### src/rtl/reset_seq_pkg.sv
// Shared types and helpers for the staged reset sequencer.
package reset_seq_pkg;

    localparam int unsigned MAX_STAGES = 8;

    typedef enum logic [2:0] {
        HOLD,
        WAIT_ACK,
        GAP,
        RUN,
        FAULT
    } rseq_state_t;

    // Width needed to hold the largest of the three cycle limits.
    function automatic int unsigned cnt_width(input int unsigned a,
                                              input int unsigned b,
                                              input int unsigned c);
        int unsigned m;
        m = a;
        if (b > m) m = b;
        if (c > m) m = c;
        return $clog2(m + 1);
    endfunction

endpackage

### src/rtl/reset_sequencer.sv
// Staged reset release for the datapath blocks: holds all stages in reset, then releases
// them one at a time in index order, waiting for each stage's ready acknowledge.
module reset_sequencer
    import reset_seq_pkg::*;
#(
    parameter int unsigned NUM_STAGES  = 3,
    parameter int unsigned HOLD_CYCLES = 16,
    parameter int unsigned GAP_CYCLES  = 4,
    parameter int unsigned ACK_TIMEOUT = 255
) (
    input  logic                  clk,
    input  logic                  rst,
    input  logic                  soft_rst_req,
    input  logic [NUM_STAGES-1:0] stage_ack,
    output logic [NUM_STAGES-1:0] stage_rst,
    output logic                  all_ready,
    output logic                  fault,
    output logic [2:0]            cur_stage
);

    localparam int unsigned CntW = cnt_width(HOLD_CYCLES, GAP_CYCLES, ACK_TIMEOUT);
    localparam logic [CntW-1:0] HoldLast = CntW'(HOLD_CYCLES - 1);
    localparam logic [CntW-1:0] GapLast  = CntW'(GAP_CYCLES - 1);
    localparam logic [CntW-1:0] AckLast  = CntW'((ACK_TIMEOUT == 0) ? 0 : ACK_TIMEOUT - 1);
    localparam logic [2:0]      LastStage = 3'(NUM_STAGES - 1);
    localparam logic [NUM_STAGES-1:0] AllRst = {NUM_STAGES{1'b1}};

    rseq_state_t           state_q, state_d;
    logic [CntW-1:0]       cnt_q, cnt_d;
    logic [NUM_STAGES-1:0] stage_rst_d;
    logic                  all_ready_d;
    logic                  fault_d;
    logic [2:0]            cur_stage_d;
    logic [2:0]            next_stage;
    logic [MAX_STAGES-1:0] ack_ext;

    always_comb begin
        state_d     = state_q;
        cnt_d       = cnt_q;
        stage_rst_d = stage_rst;
        all_ready_d = all_ready;
        fault_d     = fault;
        cur_stage_d = cur_stage;
        next_stage  = cur_stage + 3'd1;
        ack_ext     = '0;
        ack_ext[NUM_STAGES-1:0] = stage_ack;

        if (soft_rst_req) begin
            // Soft reset outranks ack, timeout and counter expiry on the same edge.
            state_d     = HOLD;
            cnt_d       = '0;
            stage_rst_d = AllRst;
            all_ready_d = 1'b0;
            fault_d     = 1'b0;
            cur_stage_d = 3'd0;
        end else begin
            unique case (state_q)
                HOLD: begin
                    if (cnt_q == HoldLast) begin
                        stage_rst_d[0] = 1'b0;
                        state_d        = WAIT_ACK;
                        cnt_d          = '0;
                    end else begin
                        cnt_d = cnt_q + 1'b1;
                    end
                end
                WAIT_ACK: begin
                    if (ack_ext[cur_stage]) begin
                        cnt_d = '0;
                        if (cur_stage == LastStage) begin
                            all_ready_d = 1'b1;
                            state_d     = RUN;
                        end else begin
                            state_d = GAP;
                        end
                    end else if (ACK_TIMEOUT != 0) begin
                        if (cnt_q == AckLast) begin
                            fault_d     = 1'b1;
                            stage_rst_d = AllRst;
                            state_d     = FAULT;
                            cnt_d       = '0;
                        end else begin
                            cnt_d = cnt_q + 1'b1;
                        end
                    end
                end
                GAP: begin
                    if (cnt_q == GapLast) begin
                        cur_stage_d = next_stage;
                        stage_rst_d = stage_rst & ~(NUM_STAGES'(1) << next_stage);
                        state_d     = WAIT_ACK;
                        cnt_d       = '0;
                    end else begin
                        cnt_d = cnt_q + 1'b1;
                    end
                end
                RUN: begin
                    if (!(&stage_ack)) begin
                        fault_d     = 1'b1;
                        all_ready_d = 1'b0;
                        stage_rst_d = AllRst;
                        state_d     = FAULT;
                    end
                end
                FAULT: begin
                    // cur_stage left untouched so the failing index stays visible.
                    stage_rst_d = AllRst;
                    fault_d     = 1'b1;
                end
                default: begin
                    state_d     = HOLD;
                    cnt_d       = '0;
                    stage_rst_d = AllRst;
                    all_ready_d = 1'b0;
                    fault_d     = 1'b0;
                    cur_stage_d = 3'd0;
                end
            endcase
        end
    end

    always_ff @(posedge clk or posedge rst) begin
        if (rst) begin
            state_q   <= HOLD;
            cnt_q     <= '0;
            stage_rst <= AllRst;
            all_ready <= 1'b0;
            fault     <= 1'b0;
            cur_stage <= 3'd0;
        end else begin
            state_q   <= state_d;
            cnt_q     <= cnt_d;
            stage_rst <= stage_rst_d;
            all_ready <= all_ready_d;
            fault     <= fault_d;
            cur_stage <= cur_stage_d;
        end
    end

endmodule

### config.mk
export PLATFORM = sky130hd
export DESIGN_NAME = reset_sequencer
export DESIGN_NICKNAME = d
export VERILOG_FILES = /design/src/rtl/reset_seq_pkg.sv /design/src/rtl/reset_sequencer.sv
export SDC_FILE = /design/constraint.sdc
export NUM_CORES = 1
export LEC_CHECK = 0
export BUFFER_PORTS_ARGS = -buffer_cell sky130_fd_sc_hd__buf_2
export CAP_MARGIN = 20
export CORE_MARGIN = 5
export CORE_UTILIZATION = 50
export CTS_BUF_LIST = sky130_fd_sc_hd__clkbuf_4 sky130_fd_sc_hd__clkbuf_8 sky130_fd_sc_hd__clkbuf_16
export DETAILED_ROUTE_END_ITERATION = 8
export HOLD_SLACK_MARGIN = 0.15
export PLACE_DENSITY = 0.75
export SLEW_MARGIN = 10
export SYNTH_ARGS = -nofsm -noshare
export SYNTH_HDL_FRONTEND = slang
export SYNTH_SLANG_ARGS = --single-unit
### constraint.sdc
create_clock -name clk -period 4.55 [get_ports clk]
set_input_delay 0.6825 -clock clk [delete_from_list [all_inputs] [get_ports clk]]
set_output_delay 0.6825 -clock clk [all_outputs]
set_load 0.1 [all_outputs]
Word level (Yosys, flattened, before mapping)
Cells that the tools add are included.
{"block": "word_totals", "ff_bits": 19, "elab_cells": 84, "out_inout_bits": 8, "input_bits": 6}
{"block": "classes", "add_sub_neg": 2, "n_shift": 1, "eq_ne": 22, "reduce_logical": 12, "bitwise_logic": 2, "n_lt_le_gt_ge": 1, "mux": 37}
{"cell": "8-bit 2-to-1 mux", "count": 5}
{"cell": "3-bit 2-to-1 mux", "count": 13}
{"cell": "8-bit one-hot mux with 4 select lines", "count": 1}
{"cell": "3-bit != test (second input constant)", "count": 7}
{"cell": "3-bit one-hot mux with 5 select lines", "count": 1}
{"cell": "5-bit AND reduction", "count": 3}
{"cell": "1-bit 2-to-1 mux", "count": 11}
{"cell": "3-bit by 2-bit equality test with 1-bit output (second input constant)", "count": 3}
{"cell": "8-bit by 1-bit adder with 8-bit output (second input constant)", "count": 1}
{"cell": "8-bit by 2-bit equality test with 1-bit output (second input constant)", "count": 1}
{"cell": "8-bit by 4-bit equality test with 1-bit output (second input constant)", "count": 1}
{"cell": "8-bit equality test (second input constant)", "count": 1}
{"cell": "2-bit by 1-bit != test with 1-bit output (second input constant)", "count": 4}
{"cell": "1-bit one-hot mux with 4 select lines", "count": 2}
{"cell": "2-bit one-hot mux with 4 select lines", "count": 1}
{"cell": "4-bit AND reduction", "count": 2}
{"cell": "3-bit one-hot mux with 2 select lines", "count": 1}
{"cell": "3-bit by 4-bit < comparator with 1-bit output (second input constant)", "count": 1}
{"cell": "2-bit != test (second input constant)", "count": 2}
{"cell": "4-bit != test (second input constant)", "count": 1}
{"cell": "2-bit OR reduction", "count": 2}
{"cell": "4-bit OR reduction", "count": 1}
{"cell": "3-bit by 1-bit adder with 3-bit output (second input constant)", "count": 1}
{"cell": "3-bit AND", "count": 1}
{"cell": "10 further kinds", "count": 10}

Logic depth before layout (Yosys ltp)
{"block": "logic_depth", "ltp_word": 7, "mapped_depth": 7, "ltp_nobuf": 7}

Least setup slack after synthesis
No wires, ideal clock.
{"block": "synth_path", "path_type": "reg2reg", "start": "register cur_stage[0]", "end": "register state_q[2]", "synth_period_minus_slack_ns": 2.279, "arrival_ns": 2.215, "setup_slack_ns": 2.271, "setup_ns": 0.064, "required_ns": 4.486, "path_buffers": 0, "stages_incl_launch_ff": 6, "cell_sequence": "dfrtp_1 -> mux2i_1 -> o21ai_1 -> a21oi_2 -> or3_4 -> o21ba_4"}
{"block": "synth_via", "elab_chain_cells": 5, "word_cells_on_any_way": 7, "cone_classes": "eq/ne: 1; mux: 5; reduce/logical: 1"}
{"element": "from (decl)", "line_no": "reset_sequencer.sv:18", "text": "output logic [2:0] cur_stage"}
{"element": "from (signal assigned)", "line_no": "reset_sequencer.sv:136", "text": "cur_stage <= cur_stage_d;"}
{"element": "1-bit binary-select mux with 3-bit select (*)", "line_no": "reset_sequencer.sv:68", "text": "if (ack_ext[cur_stage]) begin"}
{"element": "1-bit 2-to-1 mux (implied by the code) (*)", "line_no": "reset_sequencer.sv:68"}
{"element": "3-bit 2-to-1 mux", "line_no": "reset_sequencer.sv:68"}
{"element": "3-bit one-hot mux with 5 select lines", "line_no": "reset_sequencer.sv:57", "text": "unique case (state_q)"}
{"element": "3-bit 2-to-1 mux", "line_no": "reset_sequencer.sv:48", "text": "if (soft_rst_req) begin"}
{"element": "to (signal assigned)", "line_no": "reset_sequencer.sv:131", "text": "state_q <= state_d;"}
{"element": "to (decl)", "line_no": "reset_sequencer.sv:28", "text": "rseq_state_t state_q, state_d;"}
Every way passes the cells marked *; elsewhere a longest branch is shown, timed or not. The select of a mux whose other input is x is not followed.
A chain may end at the register's enable or synchronous reset.

Worst setup path in the final report
{"block": "layout_path", "start": "register cur_stage[0]", "end": "output port cur_stage[0]"}
No word-level cell between the ends.

==> results.tsv <==
metric	value	unit
status	finished clean	
totalNegativeSetupSlack	0	ns
setup_violations	0	
p_sw_share	48.6	%
cts-hold-fix-buffers	0	
drive_gt1_share	17.5	%
grt_pass1_vias	1087	
seq_area	479	um2
crit_end	cur_stage[0]	
row_count	18	
cts_htree_levels	1	
antenna_found_initial	0	
place_congestion	0.869	
drtIter0Drc	34	
fmax	0.498	GHz
ant_nets	0	
critPathMaxStageDelay	0.53	ns
drv_slew	0	
seq_power_share	40.1	%
combPwrFrac	45.3	%
cp-startpoint	cur_stage[0]	
track_usage	17.3	%
crit_buf_inv	1	
fillers	231	
crit_family	flip-flops	
synth_commonest_cells	nand2_1, dfrtp_1, a21oi_1, inv_1, nor2_1	
finalHoldViolations	0	
synth_area_leaders	dfrtp_1, ha_1, dfstp_2	
rsz0062_at_grt	false	
switchingPower	0.303	mW
synth.avg_cell_area	8.68	um2
p_per_area	447	nW/um2
rr_endpoint	cnt_q[4]	
clockPowerShare	14.6	%
cp_slowest_cell	dfrtp_1	
cp.arrival	1.33	ns
worstSetupStartpointType	flip-flop	
synth-edff-count	0	
final_nets	174	
cts_made_buffers	3	
cts-root-buf	clkbuf_4	
viasPerCell	5.92	
cts.path.max_buffers	2	
hp-class	in2async	
drc	0	
skew	0.00765	ns
die-area	3700	um2
r2r-start	state_q[1]	
syn_nets	162	
yosys_register_bits	19	
grt_overflow_total	0	
antenna_cells	0	
cap_violations	0	
irDropWorstVdd	0.347	mV
synthFlopType	dfrtp_1	
clk_pin_slew_worst_paths	0.12	ns
cp_max_fo	9	
clock_latency	0.31	ns
cp_data_required_time	3.87	ns
wire_per_inst	15.1	um
ys.warnings.count	0	
yosys.area.top_type	dfrtp_1	
routed_wl	2870	um
endpoint_kind	output port	
io_pins	14	
internal-power	0.320	mW
area_growth	7.83	%
placed_cells	186	
period_needed	2.01	ns
clkSinkCount	19	
grt_max_degree	20	
grt_pass1_wl	4850	um
place_ws	2.37	ns
leakagePower	0.594	nW
die_w	60.9	um
synth.most_common_cell	nand2_1	
syn_area	1290	um2
setup_ws	2.54	ns
cp.depth	1	
io_buffers	13	
critPathKind	reg2out	
ys_types	42	
synth_top_area_share	30.9	%
reg2reg_slack	2.60	ns
cts_tree	yes	
ctsResizeCount	0	
final_cells	190	
start_util	52.2	%
min_period_over_period	44.1	%
core	2480	um2
crit_chain	buf_2	
drt_pass1_iterations	4	
synthArstFlopShare	100	%
post_cts_buffers	0	
die_h	60.9	um
timing.hold.ws	0.460	ns
place_hpwl	2140	um
synth_seq_area_share	37.0	%
vias	1125	
worst_pin_slew	0.714	ns
multi_input_area	741	um2
relSlewSlack	52.4	%
worst_r2r_path_depth	5	
syn-instance-count	149	
power groups by stage:
stage | combinational (mW) | sequential (mW) | clock [mW]
finish | 0.282 | 0.250 | 0.0910
global route | 0.310 | 0.257 | 0.0994
CTS | 0.283 | 0.250 | 0.0922
detailed placement | 0.282 | 0.253 | 0
global placement | 0.279 | 0.250 | 0
floorplan | 0.172 | 0.312 | 0
metrics by stage:
stage / cell area [um2] / utilization (%) / power (mW)
floorplan: 1290 / - / 0.485
global placement: 1370 / 55.2 / 0.529
detailed placement: 1370 / 55.2 / 0.534
CTS: 1400 / 56.3 / 0.625
global route: 1400 / 56.3 / 0.666
finish: 1400 / 56.3 / 0.623
state kept, by name (all words and copies together) (netlist names):
| register | count |
|---|---|
| cnt_q | 8 |
| cur_stage | 3 |
| stage_rst | 3 |
| state_q | 3 |
| all_ready | 1 |
| fault | 1 |
area by class of cell:
cell class              instances  area share, %
repair buffers                 13           4.66
flip-flops and latches         19           34.3
multi-input cells             112           53.1
inverters                      12           3.23
clock inverters                 1          0.359
well taps                      30           2.69
clock buffers                   3           1.61
worst min-delay path by stage:
stage,start,to,slack (ns),depth (start not counted)
3_3_place_gp,all_ready,all_ready,0.51,2
4_1_cts,rst,fault,0.50,2
2_1_floorplan,cnt_q[1],cnt_q[1],0.52,2
5_1_grt,rst,state_q[1],0.53,2
3_5_place_dp,stage_rst[0],stage_rst[0],0.53,2
6_report,rst,cnt_q[6],0.46,2
cell usage in the layout, fill, tap and decap left out, types with 3 or more instances in the layout:
cell type / n
a21oi_1: 12
a31oi_1: 3
a41oi_1: 3
buf_2: 13
clkbuf_4: 3
dfrtp_1: 16
dfstp_2: 3
ha_1: 7
inv_1: 12
nand2_1: 17
nand3_1: 7
nand4_1: 4
nor2_1: 9
o21ai_0: 8
o21ai_1: 3
o22ai_1: 3
xor2_1: 3
logic make-up after synthesis:
kind of cell,after synthesis,share of synthesized area (%)
xor+xnor,4,2.71
flops,19,37.0
mux,2,1.55
fa+ha+maj,7,6.77
simple gates,53,22.3
compound gates,46,23.9
buf+inv,18,5.71
routing by layer:
layer / part of all wire [%] / wire length [um] / track usage [%]
met1: 44 / 1260 / 21.0
met2: 50 / 1440 / 31.5
met3: 4.5 / 130 / 1.91
met4: 1.3 / 38 / 5.57
met5: 0 / 0 / 0
No activity file was read; power rests on OpenSTA's default activity.
